**src/rtl/result_checker_cycle_watchdog.sv**
```systemverilog
// Cycle counter that flags expiry once MAX_CYCLES-1 counted cycles have
// elapsed since the last clear. It stops at the limit so expired stays high.
module cycle_watchdog #(
  parameter int MAX_CYCLES = 100000
) (
  input  logic clk,
  input  logic rst,
  input  logic clear,
  input  logic enable,
  output logic expired
);
  localparam int CNT_W = (MAX_CYCLES > 1) ? $clog2(MAX_CYCLES) : 1;
  localparam logic [CNT_W-1:0] LIMIT = CNT_W'(MAX_CYCLES - 1);

  logic [CNT_W-1:0] count_q, count_d;

  // Next count: clear wins, otherwise count while enabled up to the limit.
  always_comb begin
    count_d = count_q;
    if (clear) begin
      count_d = '0;
    end else if (enable && (count_q != LIMIT)) begin
      count_d = count_q + CNT_W'(1);
    end
  end

  // Counter register with synchronous reset.
  always_ff @(posedge clk) begin
    if (rst) begin
      count_q <= '0;
    end else begin
      count_q <= count_d;
    end
  end

  assign expired = (count_q == LIMIT);

endmodule

```
**config.mk**
```make
export PLATFORM = sky130hd
export DESIGN_NAME = cycle_watchdog
export DESIGN_NICKNAME = d
export VERILOG_FILES = /design/src/rtl/result_checker_cycle_watchdog.sv
export SDC_FILE = /design/constraint.sdc
export NUM_CORES = 1
export LEC_CHECK = 0
export ABC_AREA = 1
export ABC_CLOCK_PERIOD_IN_PS = 1200
export BUFFER_PORTS_ARGS = -buffer_cell sky130_fd_sc_hd__buf_2
export CORE_MARGIN = 2
export CORE_UTILIZATION = 52
export DETAILED_ROUTE_END_ITERATION = 6
export PLACE_DENSITY = 0.84
export SKIP_CTS_REPAIR_TIMING = 1
export SYNTH_ARGS = -nofsm -noshare
export SYNTH_HDL_FRONTEND = slang
export SYNTH_SLANG_ARGS = --single-unit
```
**constraint.sdc**
```tcl
create_clock -name clk -period 1.2 [get_ports clk]
set_input_delay 0.18 -clock clk [delete_from_list [all_inputs] [get_ports clk]]
set_output_delay 0.18 -clock clk [all_outputs]
set_load 0.1 [all_outputs]
```
Word-level counts from Yosys, hierarchy flattened
Cells that the tools add are included.

Bits in registers: 17. Bits in latches: 0. Memory bits (writable): 0. ROM bits: 0. Bits of input ports: 4. Logic and storage cells: 6. Memories: 0.

$add $sub $neg: 1. Multipliers: 0. Div/mod/pow operators: 0. Order comparisons: 0. Eq/ne operators: 2. Shift operators: 0. Mux-type cells: 0. Bitwise operators: 0. Reductions and logical operators: 2.

Operators by type and width (count): $add 17x1->17 const B (1); $eq 17x17->1 const B (1); $ne 17x17->1 const B (1); $reduce_or 2->1 (1); $logic_and 1x1->1 (1).

Longest topological paths before layout
Gate-level depths: netlist (run 1).

Word-level depth: 2. Depth in mapped cells: 9. Mapped depth without buffers: 9.

Worst setup path after synthesis (run 1)
No wires, ideal clock.

Path type: reg-to-output. Start: register count_q[0]. End: output port expired. Arrival time: 1610 ps. Slack: -590 ps. Cell stages (with the launch flop): 7. Path buffers: 1. Cell sequence: dfxtp_1 ha_1 nand3_4 inv_2 nand3_4 buf_6 inv_1.

Cells in the longest elaborated chain, start to end: 1.

Ends and longest elaborated chain: start, declared (RTL line 15) `logic [CNT_W-1:0] count_q, count_d;`; start signal, assigned (RTL line 32) `count_q <= count_d;`; $eq 17x17->1 (RTL line 36) `assign expired = (count_q == LIMIT);`; end, declared (RTL line 10) `output logic expired`.

Every way passes these cells.

Worst setup path after layout (run 1)
Start: register count_q[10]. End: output port expired.

Same word-level chain as after synthesis.

==> flow_metrics.tcl, run 1 <==
set metrics [dict create \
    p_clk_frac 0.341 \
    routedWlPerCell_um 14.6 \
    synth_ff_type "dfxtp_1" \
    areaGrowthSynthToFinish_pct 42.0 \
    switching_share 0.245 \
    critical_path_class "register to primary output" \
    rsz0062_at_grt "true" \
    postRouteAntennaNets 0 \
    cts_max_level 1 \
    cts_tree "yes" \
    rows 15 \
    yosysMostFrequentCell "nand2_1" \
    violations "negative setup slack" \
    vias 1120 \
    slew_headroom 0.816 \
    netlist_instances 147 \
    synth_edf_count 0 \
    cts.sinks 17 \
    drive_gt1_frac 0.444 \
    grt_pass1_vias 940 \
    critPathSlowestCell "dfxtp_2" \
    fin_crit_sh 1.30 \
    drc_errors 0 \
    die_x_um 47.5 \
    peakVddDrop_uv 830 \
    netlist_area_um2 986 \
    wl_um 3000 \
    synth_top_area_cell "dfxtp_1" \
    clock_path_buffers 2 \
    outcome "finished, violations left" \
    drt-initial-drc-count 63 \
    fin_area_um2 1400 \
    async_flop_share 0 \
    clock_skew_ns 0.00724 \
    synth_top_area_frac 0.345 \
    final_core_util 0.794 \
    synth_common_cells "nand2_1 (35), nor2_1 (30), dfxtp_1 (17), inv_1 (14)" \
    io_buffers 4 \
    antenna_found_initial 0 \
    p_seq_frac 0.595 \
    cts-root-buf "clkbuf_4" \
    worst_slack_ns -0.366 \
    hold_path_class "input pin to register" \
    synth_nets 152 \
    preCtsSetupSlack_ns -0.138 \
    grt.total_usage 0.243 \
    largest_reg_flops 17 \
    fmax_mhz 639 \
    cellPowerDensity_nw_per_um2 683 \
    leakage_nw 0.590 \
    die_y_um 47.5 \
    synthTopCellsByArea "dfxtp_1 (35%), nand2_1 (13%), nor2_1 (11%)" \
    diodes 0 \
    synth_area_per_cell_um2 6.71 \
    io_pins 5 \
    grt_start_max_net_pins 18 \
    insertion_delay_ns 0.31 \
    grt_pass1_wl_um 3850 \
    core_um2 1760 \
    fp.dieArea_um2 2260 \
    start_kind "register" \
    initial_core_util 0.559 \
    cpPeakStageDelay_ns 0.38 \
    maxCapViolCount 0 \
    top_regs "count_q x17" \
    hold_viol 0 \
    seq_area_frac_synth 0.345 \
    hpwlAfterDp_um 1770 \
    post_drt_via_cell_ratio 5.46 \
    numCtsBuffers 3 \
    slew_violations 0 \
    grt-ovfl-total 0 \
    gp_congestion 0.848 \
    ys_types 24 \
    cp.arrival_ns 1.39 \
    cp-end-kind "primary output" \
    crit_chain "nand2_2 -> inv_1 -> nand2_1 -> nor2_4 -> nand3_4 -> clkinvlp_4 -> buf_12" \
    required_ns 1.02 \
    switching_power_w 0.000234 \
    worst_slew_pin_slew_ns 0.274 \
    fin_nets 186 \
    top_register "count_q" \
    clk_pin_slew_ns 0.10 \
    intPower_w 0.000723 \
    place_area_um2 1220 \
    setup_viol_count_final 18 \
    fin_tns_setup_ns -3.40 \
    ys_seq_elements 17 \
    cp_max_fo 2 \
    ys_warn_count 0 \
    drt_first_pass_iters 5 \
    p_comb_frac 0.064 \
    min_period_ns 1.57 \
]
## metrics by stage
step / hold WS (ns) / total power [W] / instances
final: 0.305 / 0.000957 / 205
after global routing: 0.325 / 0.000986 / 205
after CTS: 0.307 / 0.000946 / 199
after detailed placement: 0.515 / 0.000635 / 195
after global placement: 0.500 / 0.000632 / 195
after floorplan: 0.394 / 0.000620 / 147
## power by group through the flow
| stage | Clock, W | Sequential [W] | Combinational, W |
|---|---|---|---|
| after floorplan | 0 | 0.000584 | 0.0000361 |
| after global placement | 0 | 0.000584 | 0.0000483 |
| after detailed placement | 0 | 0.000584 | 0.0000508 |
| after CTS | 0.000324 | 0.000571 | 0.0000511 |
| after global routing | 0.000349 | 0.000570 | 0.0000675 |
| final | 0.000326 | 0.000569 | 0.0000612 |
## layout by cell type (no fill, tap or decap), types with 5 or more instances in the layout
cell type,netlist,routed
buf_4,0,24
a21oi_1,12,6
dfxtp_1,17,7
inv_1,14,13
nor2_1,30,25
nand2_1,35,34
nand3_1,12,10
dfxtp_2,0,9
nor2_2,1,5
a21oi_2,0,5
## critical path, delay by kind of cell, from the launching register on
family / cells / cell delay, ns
and+or+nand+nor: 4 / 0.38
DFF: 1 / 0.38
buffers and inverters: 3 / 0.32
## area by class of cell
cell class / instances / area (um^2)
timing repair buffer: 32 / 269
multi-input combinational: 109 / 647
sequential: 17 / 355
tap: 25 / 31.3
clock buffer: 4 / 26.3
fill: 123 / 364
inverter: 18 / 71.3
## layer usage
metal | global-route usage | part of all wire
met1 | 0.290 | 0.40
met2 | 0.416 | 0.48
met3 | 0.0566 | 0.077
met4 | 0.108 | 0.041
met5 | 0 | 0
## final timing paths
check                                   to  cells after the start                     start  slack [ns]
hold / removal    count_q[10]$_SDFFE_PP0P_                      5                       rst        0.31
setup reg to reg   count_q[4]$_SDFFE_PP0P_                      9  count_q[10]$_SDFFE_PP0P_       -0.24
hold reg to reg    count_q[5]$_SDFFE_PP0P_                      2   count_q[5]$_SDFFE_PP0P_        0.52
setup / recovery                   expired                      7  count_q[10]$_SDFFE_PP0P_       -0.37
## logic make-up (layout without fill, tap and decap cells)
kind of cell,Yosys count,after routing,share of synthesized area
fa+ha+maj,1,1,0.0127
compound gates,16,16,0.0812
simple gates,92,92,0.464
buf+inv,21,54,0.0964
flops,17,17,0.345
No activity file was read; power rests on OpenSTA's default activity.
==> inputs of run 2 (changes only) <==
ABC_AREA = default   (was 1)
==> run 2 against run 1 <==
  * The run still ends with negative setup slack left
  * Sequential cell count unchanged
  * Via count up 4.2%
  * Clock skew down 0.0040 ns
  * Hold slack worse by 0.15 ns
  * Design area down 1.8%
  * Critical path type unchanged
  * Largest cell class unchanged
  * Largest power group unchanged
==> flow_metrics.tcl, run 2 <==
set metrics [dict create \
    clock_skew_ns 0.00325 \
    cts_tree "yes" \
    seq_area_frac_synth 0.372 \
    cp.arrival_ns 1.88 \
    rows 15 \
    intPower_w 0.000714 \
    synth_area_per_cell_um2 8.55 \
    die_x_um 45.9 \
    fin_crit_sh 1.71 \
    clk_pin_slew_ns 0.11 \
    top_register "count_q" \
    leakage_nw 0.537 \
    cp-end-kind "primary output" \
    slew_violations 0 \
    hold_viol 0 \
    final_core_util 0.814 \
    core_um2 1690 \
    top_regs "count_q x17" \
    setup_viol_count_final 18 \
    synth_top_area_frac 0.372 \
    grt_start_max_net_pins 11 \
    areaGrowthSynthToFinish_pct 50.3 \
    synth-simple-area-share 0.324 \
    synth_top_family_by_area "simple AND/OR/NAND/NOR gates" \
    initial_core_util 0.541 \
    routedWlPerCell_um 22.6 \
    start_kind "register" \
    io_pins 5 \
    fp.dieArea_um2 2110 \
    vias 1167 \
    antenna_found_initial 1 \
    io_buffers 4 \
    postRouteAntennaNets 0 \
    netlist_instances 107 \
    largest_reg_flops 17 \
    place_inst 158 \
    synthTopCellsByArea "dfxtp_1 (37%), nand2_1 (5.3%), a21oi_1 (4.9%)" \
    clock_path_buffers 2 \
    synth_nets 112 \
    place_area_um2 1250 \
    ys_warn_count 0 \
    netlist_area_um2 915 \
    fmax_mhz 486 \
    synth_compound_area_frac 0.171 \
    preCtsSetupSlack_ns -0.412 \
    diodes 0 \
    worst_slack_ns -0.856 \
    grt_pass1_wl_um 4420 \
    synth_fa_ha_area_frac 0.0137 \
    drc_errors 0 \
    final_cells 165 \
    drt_first_pass_iters 6 \
    cts_max_level 1 \
    synth_top_area_cell "dfxtp_1" \
    drive_gt1_frac 0.527 \
    p_clk_frac 0.350 \
    synth_common_cells "dfxtp_1 (17), nand2_1 (13), a21oi_1 (9), nand3_1 (7)" \
    die_y_um 45.9 \
    p_comb_frac 0.063 \
    synth_xor_area_frac 0.0479 \
    synth_edf_count 0 \
    violations "negative setup slack" \
    drt-initial-drc-count 123 \
    fin_nets 154 \
    ys_seq_elements 17 \
    required_ns 1.02 \
    insertion_delay_ns 0.31 \
    yosysMostFrequentCell "dfxtp_1" \
    critical_path_class "register to primary output" \
    numCtsBuffers 3 \
    cts-root-buf "clkbuf_4" \
    wl_um 3730 \
    gp_congestion 0.873 \
    cp_max_fo 4 \
    switching_power_w 0.000250 \
    maxCapViolCount 0 \
    worst_slew_pin_slew_ns 0.551 \
    post_drt_via_cell_ratio 7.07 \
    slew_headroom 0.629 \
    fin_area_um2 1380 \
    peakVddDrop_uv 645 \
    grt_pass1_vias 979 \
    cts.sinks 17 \
    cellPowerDensity_nw_per_um2 701 \
    synth_ff_type "dfxtp_1" \
    grt.total_usage 0.301 \
    async_flop_share 0 \
    fin_tns_setup_ns -7.22 \
    synthMuxAreaShare 0.0328 \
    rsz0062_at_grt "true" \
    ys_types 28 \
    hpwlAfterDp_um 2020 \
    layout_commonest_cell "buf_4" \
    switching_share 0.260 \
    min_period_ns 2.06 \
    grt-ovfl-total 0 \
    outcome "finished, violations left" \
    p_seq_frac 0.588 \
    final_cell_mix "buf_4 (34), nand2_1 (12), dfxtp_1 (9)" \
    hold_path_class "input pin to register" \
]
-- run 2: cell types whose count changed in the layout (fill, tap and decap cells not counted), sizes merged, moves of 3 or more --
cell and delta:
nor2 -28, nand2 -24, inv -16, buf +11, nand3 -9, or3 +6
xor2 +5, a2111o +4, and4 +4, nand4 +4, o21ai +4, a21oi -3
mux2i +3
-- run 2: cell type report --
type	count	area, um^2
fillers	80	314
clock inverters	1	5.00
multi-input cells	84	624
clock buffers	3	22.5
repair buffers	43	347
well taps	17	21.3
flip-flops and latches	17	355
-- run 2: worst max-delay path: stages, from the launching register on --
cell and delay, ns:
dfxtp_2 0.34, or4b_4 0.56, nor4_4 0.28, and2_4 0.22
buf_12 0.17
-- run 2: power by group through the flow --
stage               combinational [W]  clock (W)  sequential [W]
floorplan                   0.0000201          0        0.000582
global placement            0.0000464          0        0.000582
detailed placement          0.0000513          0        0.000582
CTS                         0.0000514   0.000325        0.000569
global route                0.0000616   0.000357        0.000567
finish                      0.0000605   0.000337        0.000567
-- run 2: cell families after synthesis --
logic type	Yosys count
AOI/OAI and AO/OA	24
xor gates and xnor gates	5
adders and majority gates	1
buffers and inverters	6
DFF	17
muxes	3
and+or+nand+nor	51
-- run 2: path summary, 6_finish.rpt --
| kind | slack [ns] | cells after the start | end | start |
|---|---|---|---|---|
| worst max register to register | -0.73 | 4 | count_q[1]$_SDFFE_PP0P_ | count_q[12]$_SDFFE_PP0P_ |
| worst max-delay path | -0.86 | 4 | expired | count_q[12]$_SDFFE_PP0P_ |
| worst min register to register | 0.51 | 2 | count_q[16]$_SDFFE_PP0P_ | count_q[16]$_SDFFE_PP0P_ |
| worst min-delay path | 0.16 | 3 | count_q[0]$_SDFFE_PP0P_ | rst |
-- run 2: metrics by stage --
| stage | power (W) | hold slack (ns) |
|---|---|---|
| finish | 0.000964 | 0.160 |
| global route | 0.000985 | 0.174 |
| detailed placement | 0.000634 | 0.479 |
| floorplan | 0.000602 | 0.352 |
| global placement | 0.000628 | 0.463 |
| CTS | 0.000946 | 0.169 |
-- run 2: per-layer routing --
layer	GRT usage	vias up	share of wire
met5	0	-	0.0035
met2	0.500	114	0.46
li1	-	479	-
met4	0.171	2	0.062
met3	0.0397	40	0.11
met1	0.366	532	0.35
==> inputs of run 3 (changes only) <==
CELL_PAD_IN_SITES_DETAIL_PLACEMENT = 1   (was default)
CELL_PAD_IN_SITES_GLOBAL_PLACEMENT = 2   (was default)
CORE_UTILIZATION = 32   (was 52)
==> run 3 against run 2 <==
  * The run still ends with negative setup slack left
  * Non-clock buffer count increased by 1
  * Sequential share of layout area decreased by 0.59 points
  * Design area increased by 1.3%
  * Combinational power increased by 4.3%
  * Power about the same
  * First-iteration DRC count decreased by 87%
  * Critical endpoint unchanged
==> flow_metrics.tcl, run 3 (same netlist as run 2, synthesis figures left out) <==
set metrics [dict create \
    clock_path_buffers 2 \
    top_register "count_q" \
    met1_usage 0.231 \
    hpwlAfterDp_um 2200 \
    cts_max_level 1 \
    cellPowerDensity_nw_per_um2 692 \
    cp.arrival_ns 1.83 \
    drt-initial-drc-count 16 \
    final_cell_mix "buf_4 (35), nand2_1 (12), dfxtp_1 (10)" \
    slew_headroom 0.770 \
    post_drt_via_cell_ratio 5.79 \
    grt-ovfl-total 0 \
    largest_reg_flops 17 \
    fp.dieArea_um2 3300 \
    violations "negative setup slack" \
    fmax_mhz 498 \
    cts_tree "yes" \
    routedWlPerCell_um 18.3 \
    drive_gt1_frac 0.503 \
    top_regs "count_q x17" \
    die_y_um 57.5 \
    layout_commonest_cell "buf_4" \
    insertion_delay_ns 0.31 \
    grt_start_max_net_pins 10 \
    setup_viol_count_final 18 \
    maxCapViolCount 0 \
    hold_path_class "input pin to register" \
    fin_total_pwr_w 0.000964 \
    wl_um 3300 \
    gp_congestion 0.804 \
    required_ns 1.02 \
    rsz0062_at_grt "true" \
    fin_nets 155 \
    grt_pass1_wl_um 4770 \
    p_clk_frac 0.345 \
    slew_violations 0 \
    peakVddDrop_uv 666 \
    drt_first_pass_iters 4 \
    worst_slew_pin_slew_ns 0.342 \
    die_x_um 57.5 \
    cp_max_fo 4 \
    preCtsSetupSlack_ns -0.427 \
    busiest_layer "met2" \
    switching_share 0.247 \
    io_pins 5 \
    hold_viol 0 \
    start_kind "register" \
    worst_slack_ns -0.809 \
    clock_skew_ns 0.00881 \
    initial_core_util 0.335 \
    intPower_w 0.000725 \
    fin_crit_sh 1.67 \
    drc_errors 0 \
    switching_power_w 0.000238 \
    diodes 0 \
    numCtsBuffers 3 \
    cp-end-kind "primary output" \
    core_um2 2730 \
    p_comb_frac 0.065 \
    cts-root-buf "clkbuf_4" \
    use_met2 0.336 \
    leakage_nw 0.544 \
    grt_use_met3 0.0272 \
    rows 19 \
    cts.sinks 17 \
    postRouteAntennaNets 0 \
    final_core_util 0.509 \
    p_seq_frac 0.589 \
    grt.total_usage 0.188 \
    min_period_ns 2.01 \
    antenna_found_initial 0 \
    outcome "finished, violations left" \
    grt_pass1_vias 1018 \
    areaGrowthSynthToFinish_pct 52.3 \
    crit_chain "or4b_4 -> nor4_4 -> and2_4 -> buf_12" \
    vias 1042 \
    cpPeakStageDelay_ns 0.54 \
    critPathSlowestCell "or4b_4" \
    critical_path_class "register to primary output" \
    io_buffers 4 \
    clk_pin_slew_ns 0.11 \
]
[run 3: worst paths after layout]
check,startpoint,endpoint,slack (ns),cells past startpoint
setup / recovery,count_q[12]$_SDFFE_PP0P_,expired,-0.81,4
hold reg to reg,count_q[16]$_SDFFE_PP0P_,count_q[16]$_SDFFE_PP0P_,0.51,2
setup reg to reg,count_q[12]$_SDFFE_PP0P_,count_q[16]$_SDFFE_PP0P_,-0.49,6
hold / removal,rst,count_q[0]$_SDFFE_PP0P_,0.16,3
[run 3: critical path, delay by kind of cell, from the launching register on]
family	cells	cell delay [ns]
and+or+nand+nor	3	1.03
DFF	1	0.33
buffers and inverters	1	0.16
[run 3: area by class of cell]
cell class / count / area [um^2]
multi-input combinational: 84 / 622
tap: 31 / 38.8
sequential: 17 / 352
fill: 314 / 1340
clock buffer: 4 / 26.3
timing repair buffer: 44 / 354
[run 3: metal layers]
metal	up-vias	wire, um
met5	-	0
met4	0	104
met3	11	92
met2	25	1710
met1	526	1390
li1	480	-
[run 3: through the flow]
step                setup TNS, ns  std cells  hold slack (ns)  cell area [um^2]
floorplan                   -2.80        107            0.352               962
global route                -7.44        180            0.187              1390
CTS                         -5.86        176            0.178              1290
finish                      -6.51        180            0.160              1390
global placement            -4.31        172            0.462              1260
detailed placement          -5.05        172            0.496              1260
[run 3: power by group through the flow]
stage	registers (W)	clock network [W]	logic (W)
2_1_floorplan	0.000582	0	0.0000201
3_3_place_gp	0.000582	0	0.0000507
3_5_place_dp	0.000582	0	0.0000540
4_1_cts	0.000569	0.000331	0.0000540
5_1_grt	0.000569	0.000368	0.0000665
6_report	0.000568	0.000332	0.0000631
